==> config.mk <==
export PLATFORM = sky130hd
export DESIGN_NAME = proc_gen
export DESIGN_NICKNAME = d
export VERILOG_FILES = /design/src/rtl/proc_gen_pkg.sv /design/src/rtl/proc_gen_alu.sv /design/src/rtl/proc_gen.sv
export SDC_FILE = /design/constraint.sdc
export NUM_CORES = 1
export LEC_CHECK = 0
export CAP_MARGIN = 25
export CORE_UTILIZATION = 45
export CTS_CLUSTER_SIZE = 8
export DETAILED_ROUTE_END_ITERATION = 10
export GPL_ROUTABILITY_DRIVEN = 0
export PLACE_DENSITY_LB_ADDON = 0.3
export SETUP_SLACK_MARGIN = 0.02
export SLEW_MARGIN = 10
export SYNTH_ARGS = -nofsm -noshare
export SYNTH_HDL_FRONTEND = slang
export SYNTH_SLANG_ARGS = --single-unit
==> constraint.sdc <==
create_clock -name Clock -period 5.1 [get_ports Clock]
set_clock_uncertainty 0.1 [all_clocks]
set_input_delay 1.02 -clock Clock [delete_from_list [all_inputs] [get_ports Clock]]
set_output_delay 1.02 -clock Clock [all_outputs]
set_load 0.02 [all_outputs]
==> src/rtl/proc_gen_pkg.sv <==
// rtl/proc_gen_pkg.sv - opcode, condition, FSM and bus-select encodings for proc_gen
package proc_gen_pkg;

   localparam logic [2:0] OP_MV    = 3'b000;
   localparam logic [2:0] OP_MVT_B = 3'b001;
   localparam logic [2:0] OP_ADD   = 3'b010;
   localparam logic [2:0] OP_SUB   = 3'b011;
   localparam logic [2:0] OP_LD    = 3'b100;
   localparam logic [2:0] OP_ST    = 3'b101;
   localparam logic [2:0] OP_AND   = 3'b110;
   localparam logic [2:0] OP_RSV   = 3'b111;

   localparam logic [2:0] COND_AL = 3'd0;
   localparam logic [2:0] COND_EQ = 3'd1;
   localparam logic [2:0] COND_NE = 3'd2;
   localparam logic [2:0] COND_CC = 3'd3;
   localparam logic [2:0] COND_CS = 3'd4;
   localparam logic [2:0] COND_PL = 3'd5;
   localparam logic [2:0] COND_MI = 3'd6;
   localparam logic [2:0] COND_BL = 3'd7;

   typedef enum logic [2:0] {
      S_FETCH, S_FWAIT, S_EXEC1, S_EXEC2, S_EXEC3, S_MWAIT
   } state_e;

   typedef enum logic [1:0] {ALU_ADD, ALU_SUB, ALU_AND} alu_op_e;

   // Source selected onto the register-file write bus
   typedef enum logic [2:0] {WS_REG, WS_IMM, WS_MVT, WS_G, WS_DIN} wsel_e;

   function automatic logic cond_met(input logic [2:0] cond, input logic c, input logic n,
                                     input logic z);
      case (cond)
         COND_EQ: return z;
         COND_NE: return !z;
         COND_CC: return !c;
         COND_CS: return c;
         COND_PL: return !n;
         COND_MI: return n;
         default: return 1'b1;
      endcase
   endfunction

   function automatic alu_op_e alu_op_of(input logic [2:0] opc);
      case (opc)
         OP_ADD:  return ALU_ADD;
         OP_SUB:  return ALU_SUB;
         default: return ALU_AND;
      endcase
   endfunction

endpackage

==> src/rtl/proc_gen_alu.sv <==
// rtl/proc_gen_alu.sv - combinational add/sub/and with carry, negative and zero outputs
module proc_gen_alu
   import proc_gen_pkg::*;
#(
   parameter int DATA_W = 16
) (
   input  alu_op_e           op,
   input  logic [DATA_W-1:0] a,
   input  logic [DATA_W-1:0] b,
   output logic [DATA_W-1:0] result,
   output logic              carry,
   output logic              neg,
   output logic              zero
);

   logic [DATA_W:0] wide;

   // Subtraction as a + ~b + 1 so the carry out is the no-borrow flag
   always_comb begin
      wide = '0;
      case (op)
         ALU_ADD: wide = {1'b0, a} + {1'b0, b};
         ALU_SUB: wide = {1'b0, a} + {1'b0, ~b} + (DATA_W+1)'(1);
         default: wide = {1'b0, a & b};
      endcase
      result = wide[DATA_W-1:0];
      carry  = wide[DATA_W];
      neg    = wide[DATA_W-1];
      zero   = (wide[DATA_W-1:0] == '0);
   end

endmodule

==> src/rtl/proc_gen.sv <==
// rtl/proc_gen.sv - parametrised multicycle bus processor with req/ready memory handshake
module proc_gen
   import proc_gen_pkg::*;
#(
   parameter int DATA_W   = 16,
   parameter int ADDR_W   = 16,
   parameter int RESET_PC = 0
) (
   input  logic              Clock,
   input  logic              Resetn,
   input  logic              Run,
   input  logic [DATA_W-1:0] DIN,
   input  logic              mem_ready,
   output logic              mem_req,
   output logic [ADDR_W-1:0] ADDR,
   output logic [DATA_W-1:0] DOUT,
   output logic              W,
   output logic              Done,
   output logic [2:0]        flags,
   input  logic [2:0]        dbg_sel,
   output logic [DATA_W-1:0] dbg_data
);

   logic [DATA_W-1:0] r [8];
   logic [DATA_W-1:0] a_q, g_q;
   logic [15:0]       ir;
   logic              c_q, n_q, z_q;
   state_e            state, next_state;

   logic [2:0]        opc, rx, ry;
   logic              imm_m, is_alu, br_taken;
   logic [DATA_W-1:0] imm, operand, wdata, alu_res;
   logic              alu_c, alu_n, alu_z;
   alu_op_e           alu_op;

   logic  ld_ir, ld_a, ld_g_alu, ld_g_br, wr_rx, wr_link, ld_flags;
   logic  pc_inc, pc_load_g, ld_addr_pc, ld_addr_ry, ld_dout, set_w, clr_w;
   wsel_e wsel;

   assign opc      = ir[15:13];
   assign imm_m    = ir[12];
   assign rx       = ir[11:9];
   assign ry       = ir[2:0];
   assign imm      = {{(DATA_W-9){ir[8]}}, ir[8:0]};
   assign operand  = imm_m ? imm : r[ry];
   assign is_alu   = (opc == OP_ADD) || (opc == OP_SUB) || (opc == OP_AND);
   assign alu_op   = alu_op_of(opc);
   assign br_taken = cond_met(rx, c_q, n_q, z_q);
   assign flags    = {c_q, n_q, z_q};
   assign dbg_data = r[dbg_sel];

   proc_gen_alu #(.DATA_W(DATA_W)) u_alu (
      .op     (alu_op),
      .a      (a_q),
      .b      (operand),
      .result (alu_res),
      .carry  (alu_c),
      .neg    (alu_n),
      .zero   (alu_z)
   );

   always_comb begin
      wdata = r[ry];
      case (wsel)
         WS_IMM:  wdata = imm;
         WS_MVT:  wdata = {ir[7:0], {(DATA_W-8){1'b0}}};
         WS_G:    wdata = g_q;
         WS_DIN:  wdata = DIN;
         default: wdata = r[ry];
      endcase
   end

   always_ff @(posedge Clock) begin
      if (!Resetn) state <= S_FETCH;
      else         state <= next_state;
   end

   always_comb begin
      next_state = state;
      Done       = 1'b0;
      mem_req    = (state == S_FWAIT) || (state == S_MWAIT);
      ld_ir      = 1'b0;
      ld_a       = 1'b0;
      ld_g_alu   = 1'b0;
      ld_g_br    = 1'b0;
      wr_rx      = 1'b0;
      wr_link    = 1'b0;
      wsel       = WS_REG;
      ld_flags   = 1'b0;
      pc_inc     = 1'b0;
      pc_load_g  = 1'b0;
      ld_addr_pc = 1'b0;
      ld_addr_ry = 1'b0;
      ld_dout    = 1'b0;
      set_w      = 1'b0;
      clr_w      = 1'b0;
      case (state)
         S_FETCH: if (Run) begin
            ld_addr_pc = 1'b1;
            pc_inc     = 1'b1;
            next_state = S_FWAIT;
         end
         S_FWAIT: if (mem_ready) begin
            ld_ir      = 1'b1;
            next_state = S_EXEC1;
         end
         S_EXEC1: begin
            case (opc)
               OP_MV: begin
                  wr_rx      = 1'b1;
                  wsel       = imm_m ? WS_IMM : WS_REG;
                  Done       = 1'b1;
                  next_state = S_FETCH;
               end
               OP_MVT_B: begin
                  if (imm_m) begin
                     wr_rx      = 1'b1;
                     wsel       = WS_MVT;
                     Done       = 1'b1;
                     next_state = S_FETCH;
                  end else if (br_taken) begin
                     ld_g_br    = 1'b1;
                     wr_link    = (rx == COND_BL);
                     next_state = S_EXEC2;
                  end else begin
                     Done       = 1'b1;
                     next_state = S_FETCH;
                  end
               end
               OP_ADD, OP_SUB, OP_AND: begin
                  ld_a       = 1'b1;
                  next_state = S_EXEC2;
               end
               OP_LD: begin
                  ld_addr_ry = 1'b1;
                  next_state = S_MWAIT;
               end
               OP_ST: begin
                  ld_addr_ry = 1'b1;
                  ld_dout    = 1'b1;
                  set_w      = 1'b1;
                  next_state = S_MWAIT;
               end
               default: begin
                  Done       = 1'b1;
                  next_state = S_FETCH;
               end
            endcase
         end
         S_EXEC2: begin
            if (is_alu) begin
               ld_g_alu   = 1'b1;
               ld_flags   = 1'b1;
               next_state = S_EXEC3;
            end else begin
               pc_load_g  = 1'b1;
               Done       = 1'b1;
               next_state = S_FETCH;
            end
         end
         S_EXEC3: begin
            wr_rx      = 1'b1;
            wsel       = WS_G;
            Done       = 1'b1;
            next_state = S_FETCH;
         end
         S_MWAIT: if (mem_ready) begin
            Done       = 1'b1;
            next_state = S_FETCH;
            if (opc == OP_LD) begin
               wr_rx = 1'b1;
               wsel  = WS_DIN;
            end else begin
               clr_w = 1'b1;
            end
         end
         default: next_state = S_FETCH;
      endcase
   end

   // Register-file writes come after the pc increment so a write to r7 wins
   always_ff @(posedge Clock) begin
      if (!Resetn) begin
         for (int i = 0; i < 7; i++) r[i] <= '0;
         r[7] <= DATA_W'(RESET_PC);
         a_q  <= '0;
         g_q  <= '0;
         ir   <= '0;
         c_q  <= 1'b0;
         n_q  <= 1'b0;
         z_q  <= 1'b0;
         ADDR <= '0;
         DOUT <= '0;
         W    <= 1'b0;
      end else begin
         if (pc_inc)    r[7] <= r[7] + DATA_W'(1);
         if (pc_load_g) r[7] <= g_q;
         if (wr_link)   r[6] <= r[7];
         if (wr_rx)     r[rx] <= wdata;
         if (ld_ir)     ir <= DIN[15:0];
         if (ld_a)      a_q <= r[rx];
         if (ld_g_br)   g_q <= r[7] + imm;
         if (ld_g_alu)  g_q <= alu_res;
         if (ld_flags) begin
            z_q <= alu_z;
            n_q <= alu_n;
            if (alu_op != ALU_AND) c_q <= alu_c;
         end
         if (ld_addr_pc) ADDR <= ADDR_W'(r[7]);
         if (ld_addr_ry) ADDR <= ADDR_W'(r[ry]);
         if (ld_dout)    DOUT <= r[rx];
         if (set_w)      W <= 1'b1;
         else if (clr_w) W <= 1'b0;
      end
   end

endmodule
# ---- Yosys cells after proc, flatten, opt, wreduce, memory -nomap -nowiden
# Memories as Yosys holds them, arrays and structs flattened. A register that Yosys moved wholly into a read port is not among the register bits.
# Cells that the tools add are included.
dict set report classes {
  addsub 5
  mul 0
  n_div 0
  n_lt_le_gt_ge 0
  n_eq_ne 27
  n_shift 0
  n_mux 82
  bitwise 5
  n_reduce_logical 19
}
# cell count
set ops {}
lappend ops {{16-bit 2-to-1 mux} 9}
lappend ops {{16-bit case mux with 4 select lines} 1}
lappend ops {{1-bit 2-to-1 mux} 47}
lappend ops {{16-bit by 16-bit adder with 17-bit output} 2}
lappend ops {{17-bit case mux with 2 select lines} 1}
lappend ops {{3-bit 2-to-1 mux} 11}
lappend ops {{3-bit equality test (second input constant)} 10}
lappend ops {{3-bit by 2-bit equality test with 1-bit output (second input constant)} 8}
lappend ops {{3-bit case mux with 3 select lines} 2}
lappend ops {{17-bit by 1-bit adder with 17-bit output (second input constant)} 1}
lappend ops {{16-bit by 1-bit adder with 16-bit output (second input constant)} 1}
lappend ops {{16-bit adder} 1}
lappend ops {{16-bit AND} 1}
lappend ops {{16-bit logical NOT} 1}
lappend ops {{16-bit inverter} 1}
lappend ops {{16-bit OR reduction} 1}
lappend ops {{3-bit case mux with 5 select lines} 1}
lappend ops {{3-bit by 1-bit equality test with 1-bit output (second input constant)} 4}
lappend ops {{2-bit inequality test (second input constant)} 4}
lappend ops {{2-bit case mux with 2 select lines} 2}
lappend ops {{3-bit logical NOT} 2}
lappend ops {{2-bit 2-to-1 mux} 3}
lappend ops {{1-bit case mux with 6 select lines} 1}
lappend ops {{2-bit nonzero test} 3}
lappend ops {{other kinds (13)} 20}
dict set report totals {
  ff_bits 87
  latchBits 0
  mem_bits_rw 128
  rom_bits 0
  input_bits 23
  n_memories 1
}
# name depth word_bits read_ports rd_clocked_by_memory_dff wr line_no
set memory_table {}
lappend memory_table {r 8 16 4 2 8 proc_gen.sv:24} ;# logic [DATA_W-1:0] r [8];

# ---- Logic depth before layout (Yosys ltp)
# Gate-level depths: netlist of run 1.
dict set report depth {
  ltp_word 10
  ltp_mapped 18
  ltp_nobuf 16
}

# ---- Cells and area by module
# From an unflattened synthesis of run 1, not the netlist that was laid out.
dict set report hier_totals {
  cells_unflattened 1442
  hier_area_um2 14838.0
}
# module n_inst cells_per_inst area_each_um2 seq_area_each_um2
set by_module_without_submodules {}
lappend by_module_without_submodules {proc_gen 1 1143 12767.2 5705.5}
lappend by_module_without_submodules {proc_gen_alu 1 299 2070.7 0.0}

# ---- Worst setup path after synthesis of run 1
# Ideal clock, no wire load.
dict set report synth_timing {
  kind {reg-to-reg}
  from {reg (tool-made name)}
  to {reg z_q}
  setup_ns 0.059
  t_arrival_ns 4.556
  required_time_ns 4.941
  path_slack_ns 0.386
  stages_incl_launch_ff 17
  period_less_slack_ns 4.714
  cell_sequence {dfxtp_1 > clkbuf_1 > buf_1 > mux4_2 > mux2_2 > mux2i_1 > ha_1 > nor2b_4 > o2111a_1 > or3_4 > a311o_1 > o31ai_2 > xor2_1 > o2111ai_1 > or4_1 > nor4_2 > a31o_1}
}
# item line_no
set synth_lines {}
lappend synth_lines {{end signal, assigned} proc_gen.sv:205} ;# z_q <= alu_z;
lappend synth_lines {{end, declared} proc_gen.sv:27} ;# logic c_q, n_q, z_q;

==> results of run 1 <==
placed cells by master (no fill, tap or decap), types with 8 or more instances in the layout:
cell             instances
a22oi_1                 11
nor2_1                 215
inv_1                   41
a222oi_1                16
and2_1                   8
mux4_2                  96
mux2i_1                 34
buf_4                   59
nand2b_1                14
dfxtp_1                 91
o21ai_1                 16
nor3_1                  19
o21a_1                   9
xnor2_1                 23
mux2_2                  31
clkbuf_1                20
o221ai_1                22
nand3_1                 17
clkbuf_16               35
ha_1                    52
o21ai_0                 52
xor2_1                  16
nor2b_1                 16
nand2_1                144
a311oi_1                 8
a31oi_1                  8
a21oi_1                 63
a21o_1                   9
clkdlybuf4s50_1         75
a211oi_1                36
edfxtp_1               128
area by class of cell:
cell class / count / area [um2]
fill: 2652 / 14200
multi-input combinational: 1026 / 8000
sequential: 221 / 5710
timing repair buffer: 140 / 1280
clock buffer: 55 / 951
tap: 396 / 495
inverter: 43 / 161
clock inverter: 4 / 42.5
antenna: 1 / 2.50
cells by family (layout without fill, tap and decap cells):
kind of cell,count (synthesis),count (layout),synth area share
compound gates,299,299,0.143
xor+xnor,39,39,0.0240
fa+ha+maj,55,55,0.0499
buf+inv,143,242,0.0386
flops,221,221,0.401
mux,161,161,0.200
other cells,0,1,0
simple gates,472,472,0.144
worst max-delay path: cells and delay by family (launching register included):
kind	cells	cell delay, ps
fa+ha+maj	1	420
simple gates	4	1410
buf+inv	1	250
xor+xnor	1	160
mux	2	850
flops	1	340
compound gates	5	1140
worst paths after layout:
path                  start  endpoint  slack [ps]  cells past startpoint
hold reg to reg     ADDR[1]   ADDR[1]         390                      2
setup reg to reg  flip-flop       z_q         370                     14
setup / recovery  flip-flop       z_q         370                     14
hold / removal      ADDR[1]   ADDR[1]         390                      2
sequential cells by signal, summed over array words and instances, names as in the netlist, named ones only:
signal	flops
ADDR	16
DOUT	16
W	1
a_q	16
c_q	1
g_q	16
ir	16
n_q	1
r	128
state	3
z_q	1
power by group:
group / internal, mW / total (mW) / leakage, nW / switching (mW)
logic: 0.316 / 0.781 / 3.26 / 0.465
registers: 1.95 / 2.02 / 2.08 / 0.0646
clock network: 1.28 / 2.10 / 0.477 / 0.823
total: 3.54 / 4.90 / 5.82 / 1.35
stage by stage:
step / setup WS, ps / instances / area [um2] / total power, mW
2_1_floorplan: 386 / 1390 / 14200 / 2.50
3_3_place_gp: 527 / 1823 / 15600 / 2.80
3_5_place_dp: 448 / 1825 / 15600 / 2.81
4_1_cts: 422 / 1884 / 16600 / 4.90
5_1_grt: 133 / 1885 / 16600 / 5.03
6_report: 368 / 1886 / 16600 / 4.90
repair_timing:
action	CTS	global route
resized for setup	0	1
setup endpoints to repair	0	1
endpoints found under the hold margin	0	0
metal layers:
metal  up-vias  routed length (um)  GRT usage
li1       5376                   -          -
met1      6038               18900      0.408
met2       929               21700      0.459
met3       164                5720     0.0543
met4         0                2710      0.156
met5         -                   0          0
==> results.json, run 1 <==
{
  "drtIter0Drc": 2028,
  "synth-edff-count": 128,
  "hp-class": "reg2reg",
  "worstSetupEndpointType": "flip-flop",
  "utilization": 0.540,
  "dieArea_um2": 32400,
  "cts_tree": "done",
  "grt_overflow": 0,
  "port_buffers": 76,
  "root_buffer": "clkbuf_16",
  "status": "complete, but fails checks",
  "setup_violations": 0,
  "grt_pass1_wl_um": 73200,
  "avgSynthCellArea_um2": 10.2,
  "required_ps": 5460,
  "dieWidth_um": 180,
  "num_vias": 12500,
  "fp-row-count": 64,
  "drc": 10,
  "postCtsSetupBuffers": 0,
  "finalHoldViolations": 0,
  "viasPerCell": 6.63,
  "core-area_um2": 30800,
  "htree_levels": 2,
  "hpwl_um": 34800,
  "path_max_fanout": 32,
  "max_slew_margin": 0.325,
  "worst_setup_path_start_kind": "flip-flop",
  "yosys_warnings": 0,
  "peakVddDrop_mv": 0.274,
  "cp_cell_sequence": "buf_12, mux4_2, mux2_2, o21ai_0, ha_1, or3_1, or4_1, o22a_1, and2_1, a31oi_1, xor2_1, o21ai_1, nor4_2, a31o_1",
  "rsz0062_at_grt": "false",
  "crit_arrival_ps": 5090,
  "synth.top_cell.area_share": 0.270,
  "maxCapViolCount": 0,
  "yosys-top-cells-count": "nor2_1, nand2_1, edfxtp_1, mux4_2, dfxtp_1",
  "drt_wl_total_um": 49000,
  "ys_types": 72,
  "numCtsBuffers": 34,
  "synth_area_leader_cell": "edfxtp_1",
  "fin_tns_setup_ps": 0,
  "hold_buffers": 0,
  "final_nets": 1544,
  "clk_latency_ps": 510,
  "ioPinCount": 77,
  "start_util": 0.462,
  "p_leak_nw": 5.82,
  "grt.total_usage": 0.300,
  "die_h_um": 180,
  "grt_pass1_vias": 11700,
  "cp_slowest_stage_delay_ps": 540,
  "final.period_utilization": 0.928,
  "wl_per_cell_um": 26.0,
  "path_clk_slew_ps": 50,
  "area.growth.synth_to_final_pct": 16.9,
  "power_density_nw_per_um2": 294,
  "synth_area_leaders": "edfxtp_1, mux4_2, dfxtp_1, nor2_1, ha_1",
  "drive_gt1_frac": 0.166,
  "ant_nets": 0,
  "synth_nets": 1468,
  "synth_cells": 1390,
  "synth_most_common_cell": "nor2_1",
  "grt_max_degree": 57,
  "async_flop_share": 0,
  "drv_slew": 0,
  "firstDrtPassIters": 11,
  "tightestPinTransition_ps": 1010,
  "worstSetupPathType": "reg2reg",
  "ys_ff_latch": 221,
  "cts.path.max_buffers": 3,
  "ys_seq_area_frac": 0.401,
  "hold_slack_ps": 393,
  "period_needed_ps": 4730,
  "cts_sinks": 221,
  "synth_top_flop_cell": "edfxtp_1",
  "syn_area_um2": 14200,
  "fmaxAchievable_ghz": 0.211,
  "violations": "DRC",
  "antenna_found_initial": 0,
  "slowest_stage": "mux4_2"
}
Note: power is estimated with default switching activity, not from simulation.
==> inputs of run 2 (changes only) <==
--- a/config.mk
+++ b/config.mk
@@ -10,7 +10,7 @@
 export CTS_CLUSTER_SIZE = 8
 export DETAILED_ROUTE_END_ITERATION = 10
 export GPL_ROUTABILITY_DRIVEN = 0
-export PLACE_DENSITY_LB_ADDON = 0.3
+export PLACE_DENSITY_LB_ADDON = 0.25
 export SETUP_SLACK_MARGIN = 0.02
 export SLEW_MARGIN = 10
 export SYNTH_ARGS = -nofsm -noshare
==> run 2 against run 1 <==
  * The flow still finishes with violations (DRC)
  * Combinational power is essentially flat
  * Worst hold slack lost 5.0 ps
  * Total power hardly changed
  * Cell area barely moved
  * Non-clock buffer count is the same
  * Core utilization is essentially flat
  * Setup slack got worse by 40 ps
  * Sequential power hardly changed
  * Routed wire length grew 0.31%
  * Global-route usage is 0.47 points higher
  * Critical path type unchanged
  * Largest cell class unchanged
==> results.json, run 2 (synthesized netlist as in run 1, its figures left out) <==
{
  "numCtsBuffers": 34,
  "drtIter0Drc": 1664,
  "layout_common_cells": "nor2_1, nand2_1, edfxtp_1",
  "mostFrequentLayoutCell": "nor2_1",
  "tightestPinTransition_ps": 892,
  "worstSetupEndpointType": "flip-flop",
  "ioPinCount": 77,
  "route.met2.wl_um": 22100,
  "p_sw_mw": 1.33,
  "grt_overflow": 0,
  "port_buffers": 76,
  "drive_gt1_frac": 0.166,
  "die_h_um": 180,
  "multi_input_area_um2": 8000,
  "drv_slew": 0,
  "firstDrtPassIters": 9,
  "route.met3.wl_um": 5480,
  "p_sw_frac": 0.271,
  "fmaxAchievable_ghz": 0.210,
  "fin_tns_setup_ps": 0,
  "dieArea_um2": 32400,
  "postCtsSetupBuffers": 0,
  "root_buffer": "clkbuf_16",
  "drt_wl_total_um": 49200,
  "ant_nets": 0,
  "status": "complete, but fails checks",
  "violations": "DRC",
  "peakVddDrop_mv": 0.289,
  "post_cts_resized": 0,
  "regArea_um2": 5710,
  "n_fill_cell": 2715,
  "htree_levels": 2,
  "clkPwrFrac": 0.429,
  "start_util": 0.462,
  "antenna_found_initial": 0,
  "hold_buffers": 0,
  "maxCapViolCount": 0,
  "clk_latency_ps": 510,
  "worst_setup_path_start_kind": "flip-flop",
  "period_needed_ps": 4770,
  "drc": 5,
  "p_seq_frac": 0.411,
  "fp-row-count": 64,
  "utilization": 0.540,
  "viasPerCell": 6.54,
  "area.growth.synth_to_final_pct": 16.9,
  "p_int_mw": 3.57,
  "grt_pass1_vias": 11800,
  "cts_sinks": 221,
  "combPwrFrac": 0.159,
  "final.period_utilization": 0.936,
  "num_vias": 12300,
  "wl_per_cell_um": 26.1,
  "worstSetupPathType": "reg2reg",
  "final_nets": 1544,
  "required_ps": 5400,
  "diodes": 0,
  "wirelength_met1_um": 19100,
  "top_layer": "met4",
  "dieWidth_um": 180,
  "cts_tree": "done",
  "hpwl_um": 35100,
  "hp-class": "reg2reg",
  "p_leak_nw": 5.82,
  "rsz0062_at_grt": "false",
  "setup_violations": 0,
  "finalHoldViolations": 0,
  "grt.total_usage": 0.305,
  "grt_max_degree": 56,
  "path_clk_slew_ps": 60,
  "grt_pass1_wl_um": 74000,
  "path_max_fanout": 32,
  "max_slew_margin": 0.404,
  "core-area_um2": 30800,
  "regMostFlops": "r",
  "power_density_nw_per_um2": 294,
  "largest_reg_flops": 128,
  "crit_arrival_ps": 5070,
  "cts.path.max_buffers": 3
}
==> run 2: layout make-up <==
cell class,count,area share
multi-input combinational,1026,0.480
sequential,221,0.343
timing repair buffer,140,0.0772
clock buffer,58,0.0590
tap,396,0.0298
inverter,43,0.00970
clock inverter,2,0.000977
==> run 2: power groups by stage <==
stage	Combinational [mW]	Clock [mW]	Sequential [mW]
global placement	0.758	0	2.04
finish	0.780	2.10	2.02
CTS	0.769	2.12	2.01
global route	0.823	2.20	2.02
floorplan	0.470	0	2.03
detailed placement	0.765	0	2.05
==> run 2: critical path: stages, from the launching register on <==
cell	delay (ps)
dfxtp_2	330
buf_12	270
mux4_2	530
mux2_2	330
o21ai_0	510
inv_1	110
ha_1	290
nor2_1	110
o21ai_0	190
o41ai_1	610
nor4_1	100
a311oi_1	340
xnor2_1	110
o21ai_1	380
nor4_2	100
a31o_1	220
==> run 2: path summary, 6_finish.rpt <==
path | start | endpoint | slack, ps | depth (start not counted)
max | flip-flop | z_q | 330 | 15
min | W | W | 390 | 2
max reg2reg | flip-flop | z_q | 330 | 15
min reg2reg | W | W | 390 | 2
==> run 2: stage by stage <==
stage / worst slack, ps / cells / area (um2) / hold WS, ps / power, mW
after floorplan: 386 / 1390 / 14200 / 358 / 2.50
after global placement: 523 / 1823 / 15600 / 385 / 2.80
after detailed placement: 444 / 1825 / 15600 / 378 / 2.81
after CTS: 428 / 1885 / 16600 / 387 / 4.90
after global routing: 116 / 1886 / 16600 / 408 / 5.05
final: 328 / 1886 / 16600 / 388 / 4.90
==> run 2: routing by layer <==
layer,GRT usage,vias up
li1,-,5387
met1,0.414,6030
met2,0.474,794
met3,0.0500,123
met4,0.151,0
met5,0,-
==> inputs of run 3 (changes only) <==
--- a/config.mk
+++ b/config.mk
@@ -15,4 +15,5 @@
 export SLEW_MARGIN = 10
 export SYNTH_ARGS = -nofsm -noshare
 export SYNTH_HDL_FRONTEND = slang
+export SYNTH_HIERARCHICAL = 1
 export SYNTH_SLANG_ARGS = --single-unit
==> run 3 against run 2 <==
  * The flow still finishes with violations (DRC)
  * Via count grew 4.3%
  * Critical path depth shrank 2
  * Maximum frequency shrank 1.8%
  * Critical endpoint is now g_q[14]
==> results.json, run 3 <==
{
  "syn_area_um2": 14800,
  "cts.path.max_buffers": 3,
  "synth-edff-count": 128,
  "peakVddDrop_mv": 0.208,
  "worstSetupEndpointType": "flip-flop",
  "drc": 10,
  "synth_nets": 1517,
  "drv_slew": 0,
  "path_clk_slew_ps": 60,
  "power_density_nw_per_um2": 321,
  "hpwl_um": 35900,
  "num_vias": 12900,
  "period_needed_ps": 4860,
  "port_buffers": 76,
  "viasPerCell": 6.53,
  "ys_ff_latch": 221,
  "synth.top_cell.area_share": 0.259,
  "drive_gt1_frac": 0.167,
  "antenna_found_initial": 1,
  "fmaxAchievable_ghz": 0.206,
  "layout_common_cells": "nor2_1, edfxtp_1, nand2_1",
  "synth_cells": 1442,
  "multi_input_area_um2": 8410,
  "firstDrtPassIters": 11,
  "die_h_um": 184,
  "crit_arrival_ps": 5190,
  "violations": "DRC",
  "yosys_warnings": 6,
  "drt_wl_total_um": 50800,
  "worstSetupPathType": "reg2reg",
  "cts_tree": "done",
  "mostFrequentLayoutCell": "nor2_1",
  "grt_pass1_wl_um": 75200,
  "ys_types": 91,
  "synth_area_leaders": "edfxtp_1, mux4_2, dfxtp_1, nor2_1, ha_1",
  "synth_top_flop_cell": "edfxtp_1",
  "postCtsSetupBuffers": 0,
  "grt.total_usage": 0.300,
  "avgSynthCellArea_um2": 10.3,
  "n_fill_cell": 2861,
  "path_max_fanout": 20,
  "setup_violations": 0,
  "p_leak_nw": 6.11,
  "tightestPinTransition_ps": 1080,
  "start_util": 0.457,
  "grt_overflow": 0,
  "synth_most_common_cell": "nor2_1",
  "max_slew_margin": 0.276,
  "synth_area_leader_cell": "edfxtp_1",
  "ioPinCount": 77,
  "final_nets": 1582,
  "root_buffer": "clkbuf_16",
  "largest_reg_flops": 128,
  "wl_per_cell_um": 25.8,
  "clk_latency_ps": 520,
  "fp-row-count": 66,
  "numCtsBuffers": 34,
  "ant_nets": 0,
  "grt_pass1_vias": 12200,
  "htree_levels": 2,
  "drtIter0Drc": 1598,
  "ys_seq_area_frac": 0.385,
  "rsz0062_at_grt": "false",
  "yosys-top-cells-count": "nor2_1, edfxtp_1, nand2_1, mux4_2, dfxtp_1",
  "status": "complete, but fails checks",
  "regArea_um2": 5710,
  "cts_sinks": 221,
  "core-area_um2": 32500,
  "hold_buffers": 0,
  "dieArea_um2": 33700,
  "final.period_utilization": 0.953,
  "diodes": 0,
  "dieWidth_um": 184,
  "fin_tns_setup_ps": 0,
  "worst_setup_path_start_kind": "flip-flop",
  "regMostFlops": "r",
  "post_cts_resized": 0,
  "required_ps": 5430,
  "grt_max_degree": 77,
  "layoutNonFillerInstCount": 1971,
  "finalHoldViolations": 0,
  "placed_cells_incl_taps": 1910,
  "async_flop_share": 0,
  "area.growth.synth_to_final_pct": 15.7,
  "maxCapViolCount": 0,
  "hp-class": "reg2reg"
}
run 3: layout make-up:
class / instances / share of cell area
clock buffer: 55 / 0.0560
tap: 442 / 0.0322
timing repair buffer: 138 / 0.0749
multi-input combinational: 1059 / 0.490
sequential: 221 / 0.333
inverter: 53 / 0.0116
clock inverter: 3 / 0.00270
run 3: metal layers:
layer	global-route usage	share of wire	up-vias
met2	0.476	0.45	859
met3	0.0660	0.12	160
li1	-	-	5613
met4	0.131	0.043	0
met5	0	0	-
met1	0.395	0.39	6238
run 3: metrics by stage:
stage / area [um2] / util / total power [mW] / worst slack [ps] / hold WS [ps]
after floorplan: 14800 / - / 2.91 / 1180 / 350
after global placement: 16100 / 0.495 / 3.34 / 469 / 375
after detailed placement: 16100 / 0.496 / 3.36 / 400 / 374
after CTS: 17100 / 0.527 / 5.48 / 367 / 381
after global routing: 17200 / 0.529 / 5.66 / 43.5 / 417
final: 17200 / 0.529 / 5.51 / 242 / 385
run 3: worst max-delay path: stages (launching register included):
cell and delay [ps]:
dfxtp_1 680, buf_4 430, mux4_2 350, mux2i_1 470, a21oi_1 190, inv_1 90, ha_1 370, nor3_1 350
o311a_1 270, o41a_1 220, a31oi_1 120, o311ai_1 710, o21ai_0 190, nor3_1 230
run 3: kinds of logic (layout without fill, tap and decap cells):
logic type	Yosys count	in the layout	share of synthesized area
AND/OR/NAND/NOR	460	460	0.144
adder cells (fa/ha/maj)	52	52	0.0454
multiplexers	156	156	0.188
buffers and inverters	162	249	0.0494
flip-flops	221	221	0.385
AO/OA/AOI/OAI	358	358	0.169
XOR/XNOR	33	33	0.0195
run 3: power breakdown:
part	leakage, nW	switching, mW	internal [mW]
clock	0.480	0.804	1.33
sequential	2.08	0.130	1.98
combinational	3.54	0.754	0.509
total	6.11	1.69	3.82
run 3: path summary, 6_finish.rpt:
path         slack [ps]       from  endpoint  cells after the start
max reg2reg         240  flip-flop   g_q[14]                     13
max                 240  flip-flop   g_q[14]                     13
min                 390          W         W                      2
min reg2reg         390          W         W                      2
